**src/rtl/nibble_link_pkg.sv**
```systemverilog
// Shared types for the nibble-link memory controller and its verification memory model.
package nibble_link_pkg;

  typedef enum logic [2:0] {
    IDLE,
    WCOLLECT,
    WMEM,
    RMEM,
    RCAP,
    RSEND,
    RCOMMIT
  } nlc_state_e;

  localparam int NibblesPerWord = 8;
  localparam int LinkAddrWidth  = 8;
  localparam int LinkDataWidth  = 32;

  typedef struct packed {
    logic [LinkAddrWidth-1:0]   addr;
    logic [LinkDataWidth-1:0]   wdata;
    logic [LinkDataWidth/8-1:0] be;
    logic                       we;
  } nl_mem_req_t;

endpackage

```
**src/rtl/nibble_link_mem_ctrl.sv**
```systemverilog
// Far-side controller of the nibble link: collects nibble-serial writes into SRAM words
// and streams read words back MSB-nibble first, followed by a commit beat.
module nibble_link_mem_ctrl
  import nibble_link_pkg::*;
#(
  parameter int AddrWidth = 8,
  parameter int DataWidth = 32
) (
  input  logic                   clk,
  input  logic                   rst_n,
  input  logic [3:0]             req_nibble,
  input  logic [AddrWidth-1:0]   req_addr,
  input  logic                   req_write,
  input  logic                   req_strb,
  input  logic                   req_valid,
  output logic                   req_ready,
  output logic [3:0]             rsp_nibble,
  output logic                   rsp_valid,
  output logic                   rsp_last,
  input  logic                   rsp_ready,
  output logic                   mem_req,
  output logic                   mem_we,
  output logic [AddrWidth-1:0]   mem_addr,
  output logic [DataWidth-1:0]   mem_wdata,
  output logic [DataWidth/8-1:0] mem_be,
  input  logic [DataWidth-1:0]   mem_rdata,
  output logic                   proto_err
);

  localparam int NumNibbles = DataWidth / 4;
  localparam int NumBytes   = DataWidth / 8;
  localparam int CntWidth   = $clog2(NumNibbles);
  localparam logic [CntWidth-1:0] LastCnt = CntWidth'(NumNibbles - 1);

  nlc_state_e            state_q, state_d;
  logic [CntWidth-1:0]   cnt_q;
  logic [AddrWidth-1:0]  addr_q;
  logic [DataWidth-1:0]  wdata_q;
  logic [NumNibbles-1:0] nstrb_q;
  logic [DataWidth-1:0]  shift_q;
  logic                  proto_err_q;
  logic [NumBytes-1:0]   be;
  logic                  bad_beat;

  // A write beat must keep the write flag and the address it started with.
  assign bad_beat = req_valid && (!req_write || (req_addr != addr_q));

  always_comb begin
    for (int i = 0; i < NumBytes; i++) begin
      be[i] = nstrb_q[2*i] & nstrb_q[2*i+1];
    end
  end

  always_ff @(posedge clk or negedge rst_n) begin
    if (!rst_n) begin
      state_q <= IDLE;
    end else begin
      state_q <= state_d;
    end
  end

  always_comb begin
    state_d    = state_q;
    req_ready  = 1'b0;
    rsp_valid  = 1'b0;
    rsp_last   = 1'b0;
    rsp_nibble = 4'h0;
    mem_req    = 1'b0;
    mem_we     = 1'b0;
    case (state_q)
      IDLE: begin
        req_ready = 1'b1;
        if (req_valid) begin
          state_d = req_write ? WCOLLECT : RMEM;
        end
      end
      WCOLLECT: begin
        req_ready = 1'b1;
        if (req_valid) begin
          if (bad_beat) begin
            state_d = IDLE;
          end else if (cnt_q == LastCnt) begin
            state_d = WMEM;
          end
        end
      end
      WMEM: begin
        mem_req = 1'b1;
        mem_we  = 1'b1;
        state_d = IDLE;
      end
      RMEM: begin
        mem_req = 1'b1;
        state_d = RCAP;
      end
      RCAP: begin
        state_d = RSEND;
      end
      RSEND: begin
        rsp_valid  = 1'b1;
        rsp_nibble = shift_q[DataWidth-1 -: 4];
        rsp_last   = (cnt_q == LastCnt);
        if (rsp_ready && (cnt_q == LastCnt)) begin
          state_d = RCOMMIT;
        end
      end
      RCOMMIT: begin
        rsp_valid = 1'b1;
        state_d   = IDLE;
      end
      default: state_d = IDLE;
    endcase
  end

  // Memory-side fields are zeroed outside an access so idle outputs match reset.
  assign mem_addr  = mem_req ? addr_q : '0;
  assign mem_wdata = (state_q == WMEM) ? wdata_q : '0;
  assign mem_be    = (state_q == WMEM) ? be : '0;
  assign proto_err = proto_err_q;

  always_ff @(posedge clk or negedge rst_n) begin
    if (!rst_n) begin
      cnt_q       <= '0;
      addr_q      <= '0;
      wdata_q     <= '0;
      nstrb_q     <= '0;
      shift_q     <= '0;
      proto_err_q <= 1'b0;
    end else begin
      case (state_q)
        IDLE: begin
          if (req_valid) begin
            addr_q <= req_addr;
            if (req_write) begin
              wdata_q <= DataWidth'(req_nibble);
              nstrb_q <= NumNibbles'(req_strb);
              cnt_q   <= CntWidth'(1);
            end else begin
              cnt_q <= '0;
            end
          end
        end
        WCOLLECT: begin
          if (req_valid) begin
            if (bad_beat) begin
              proto_err_q <= 1'b1;
              cnt_q       <= '0;
            end else begin
              wdata_q[{cnt_q, 2'b00} +: 4] <= req_nibble;
              nstrb_q[cnt_q]               <= req_strb;
              cnt_q <= (cnt_q == LastCnt) ? '0 : cnt_q + CntWidth'(1);
            end
          end
        end
        RCAP: begin
          shift_q <= mem_rdata;
          cnt_q   <= '0;
        end
        RSEND: begin
          if (rsp_ready) begin
            shift_q <= shift_q << 4;
            cnt_q   <= (cnt_q == LastCnt) ? '0 : cnt_q + CntWidth'(1);
          end
        end
        default: ;
      endcase
    end
  end

endmodule

```
**config.mk**
```make
export PLATFORM = sky130hd
export DESIGN_NAME = nibble_link_mem_ctrl
export DESIGN_NICKNAME = d
export VERILOG_FILES = /design/src/rtl/nibble_link_pkg.sv /design/src/rtl/nibble_link_mem_ctrl.sv
export SDC_FILE = /design/constraint.sdc
export NUM_CORES = 1
export LEC_CHECK = 0
export ABC_CLOCK_PERIOD_IN_PS = 5630
export BUFFER_PORTS_ARGS = -buffer_cell sky130_fd_sc_hd__buf_2
export CAP_MARGIN = 20
export CELL_PAD_IN_SITES_DETAIL_PLACEMENT = 0
export CELL_PAD_IN_SITES_GLOBAL_PLACEMENT = 1
export CORE_MARGIN = 5
export CORE_UTILIZATION = 35
export DETAILED_ROUTE_END_ITERATION = 10
export PLACE_DENSITY_LB_ADDON = 0.05
export SYNTH_ARGS = -nofsm -noshare
export SYNTH_HDL_FRONTEND = slang
export SYNTH_SLANG_ARGS = --single-unit
```
**constraint.sdc**
```tcl
create_clock -name clk -period 5.63 [get_ports clk]
set_input_delay 1.126 -clock clk [delete_from_list [all_inputs] [get_ports clk]]
set_output_delay 1.126 -clock clk [all_outputs]
set_load 0.02 [all_outputs]
```
==> impl_metrics.ini <==
[status]
outcome = finished, final reports clean

[power_and_ir_drop]
power.clock.fraction = 0.227
worst_ir_drop_vdd_v = 0.0002697
power_frac_seq = 0.400
p_int_uw = 1457
switching_power_uw = 937.8
pwr_density_cell_nw_per_um2 = 436.1
p_leak_uw = 0.002874
sw_frac_of_total = 0.3916
comb_power_share = 0.373

[sta]
timing.max_slew.rel_slack = 0.4059
timing.clock.skew_ns = 0.008539
grt_setup_unrepaired = false
fin_crit_sh = 0.5911
fin_tns_setup_ns = 0
tightest_slew_ns = 0.8863
setup_viol_count_final = 0
final_max_slew_viol_count = 0
final.min_clock_period_ns = 3.328
fmax_mhz = 300.5
timing.final.hold_violations = 0
hold_slack_ns = 0.4746

[grt]
via_count_of_the_first_global_routing_pass = 3935
grt.total_usage = 0.1623
antenna_violations_before_repair = 0
grt_start_max_net_pins = 52
gr-total-overflow = 0
first_pass_grt_wire_length_mm = 20.40

[finish]
number_of_nets_in_the_layout = 609
n_fill_cell = 1318
final-instance-count-excl-fill = 727
layout.cells.most_common = sky130_fd_sc_hd__buf_2
layout.cells.most_common_list = sky130_fd_sc_hd__buf_2 (102), sky130_fd_sc_hd__dfrtp_1 (87), sky130_fd_sc_hd__nand2_1 (58)
num_antenna_cells = 0
area_growth_syn_to_layout_pct = 19.83
final_area_um2 = 5490
drive_above_1_share = 0.2595

[synthesis]
syn-mean-instance-area_um2 = 9.854
synth_edf_count = 0
ys.flop_type = sky130_fd_sc_hd__dfrtp_1
synthesis.instances = 465
ys_warn_count = 0
async_reset_ff_frac = 1.000
synth.net_count = 523
post_synth_num_cell_types = 45
synth-seq-area-share = 0.4752
postSynthRegisterBits = 87
post_synth_instance_area_um2 = 4582

[worst_setup_path]
cp_cell_sequence = nor2b_2, buf_4, and2_1, and3_1, buf_2
sum_of_buffers_and_inverters_on_the_critical_path = 2
slowest_delay_ns = 0.67
endpoint_kind = output port
worst-path-max-fanout = 42
setup.worst_path.class = reg -> out
critPathLaunchType = register
worst_ep_arrival_time_ns = 2.20
worst-endpoint-required_ns = 4.50
cp_top_family = simple AND/OR/NAND/NOR gates
crit_path_top_delay_cell = sky130_fd_sc_hd__dfrtp_1

[placed_design]
postPlaceCellArea_um2 = 5210
place.gp.congestion = 0.7686
place_inst = 711
place_hpwl_mm = 8.914
buffer_ports.inserted = 103

[routing]
remaining_number_of_nets_flagged_by_the_antenna_check_after_routing = 0
detail_route.wirelength_mm = 12.29
drt_pre_antenna_iters = 4
drc = 0
iteration_0_drc_count_of_the_detailed_router = 239
via_per_inst = 5.202
via_count = 3782
wire_per_inst_um = 16.91

[cts]
post_cts_hold_buffer_count = 0
cts_setup_buffers = 0
htree_num_levels = 3
post_cts_resize_count = 0
cts_tree = yes
clock_tree.buffer_depth = 2
clkTransAtPathRegs_ns = 0.06
cts_inserted_buffers = 9
clkLatencyLatePin_ns = 0.35
numClockSinks = 87
clockRootBuffer = sky130_fd_sc_hd__clkbuf_16

[floorplan]
floorplan.die_area_um2 = 15480
die-width_um = 124.4
die_h_um = 124.4
num_rows = 41
initial_utilization = 0.3601
boundaryPins = 104
core_region_area_um2 = 12720

[hold_path]
hp-class = reg -> reg

[flow_run]
cap_viol_max_count = 0
-- power groups by stage --
stage / registers (µW) / logic [µW] / clock network, µW
final: 958 / 893 / 543
after global routing: 985 / 1000 / 594
after CTS: 960 / 896 / 565
after detailed placement: 969 / 895 / 0
after global placement: 964 / 878 / 0
after floorplan: 903 / 716 / 0
-- worst min-delay path: cells and delay by family, from the launching register on --
kind | cells | cell delay [ns]
compound gates | 1 | 0.06
flops | 1 | 0.34
simple gates | 1 | 0.04
-- synth_stat cells (all sizes together) (3+ instances only) --
| cell type | instances | area (µm²) |
|---|---|---|
| xnor2 | 9 | 78.83 |
| a21oi | 4 | 20.02 |
| nor2 | 11 | 43.80 |
| and4 | 5 | 43.79 |
| nand4 | 10 | 62.56 |
| o311ai | 3 | 26.28 |
| a22o | 4 | 35.03 |
| dfrtp | 87 | 2177 |
| o21ai | 56 | 280.3 |
| and3 | 46 | 287.8 |
| nor3 | 9 | 61.31 |
| nand3 | 6 | 30.03 |
| o211ai | 24 | 180.2 |
| o32ai | 3 | 26.28 |
| clkbuf | 22 | 85.08 |
| mux2 | 13 | 146.4 |
| buf | 11 | 63.81 |
| nand2b | 6 | 37.54 |
| inv | 7 | 26.27 |
| ha | 8 | 100.1 |
| and2 | 11 | 68.82 |
| nand2 | 58 | 217.7 |
| mux2i | 32 | 320.3 |
-- state kept, by name (all words and copies together), names as in the netlist --
signal / cells
proto_err: 1
addr_q: 8
nstrb_q: 8
shift_q: 32
wdata_q: 32
state_q: 3
cnt_q: 3
-- final cells by class --
type                    instances  area (µm²)  share of cell area
inverters                       7       26.28            0.004786
clock buffers                  11       242.7             0.04421
repair buffers                108       563.0              0.1026
flip-flops and latches         87        2177              0.3965
well taps                     172       215.2             0.03920
multi-input cells             338        2243              0.4086
clock inverters                 4       22.52            0.004102
-- cell families (layout without fill, tap and decap cells) --
family                     after synthesis  after routing  share of synthesized area
buffers and inverters                   40            130                    0.03823
xor gates and xnor gates                 9              9                    0.01720
muxes                                   45             45                     0.1019
AOI/OAI and AO/OA                      106            106                     0.1469
adders and majority gates                8              8                    0.02185
DFF                                     87             87                     0.4752
and+or+nand+nor                        170            170                     0.1988
-- metal layers --
layer / share of wire / vias to the layer above / wire length (µm) / global-route usage
li1: - / 1864 / - / -
met1: 0.46 / 1809 / 5686 / 0.2079
met2: 0.45 / 95 / 5559 / 0.2532
met3: 0.073 / 14 / 900 / 0.07033
met4: 0.012 / 0 / 144 / 0.03933
met5: 0 / - / 0 / 0
-- final timing paths --
| path | end | startpoint | cells after the start | slack, ns |
|---|---|---|---|---|
| hold / removal | shift_q[27]$_DFFE_PN0P_ | shift_q[27]$_DFFE_PN0P_ | 2 | 0.47 |
| setup reg to reg | wdata_q[11]$_DFFE_PN0P_ | cnt_q[0]$_DFFE_PN0P_ | 7 | 2.75 |
| hold reg to reg | shift_q[27]$_DFFE_PN0P_ | shift_q[27]$_DFFE_PN0P_ | 2 | 0.47 |
| max in group asynchronous | shift_q[31]$_DFFE_PN0P_ | rst_n | 2 | 3.85 |
| min in group asynchronous | nstrb_q[4]$_DFFE_PN0P_ | rst_n | 1 | 0.74 |
| setup / recovery | mem_be[3] | state_q[1]$_DFFE_PN0P_ | 5 | 2.30 |
-- through the flow --
| stage | setup slack, ns | total power [µW] | util |
|---|---|---|---|
| final | 2.302 | 2394 | 0.4316 |
| after global routing | 2.116 | 2583 | 0.4316 |
| after CTS | 2.261 | 2420 | 0.4304 |
| after detailed placement | 2.306 | 1864 | 0.4095 |
| after global placement | 2.406 | 1842 | 0.4095 |
| after floorplan | 2.884 | 1619 | - |
Note: power is estimated with default switching activity, not from simulation.
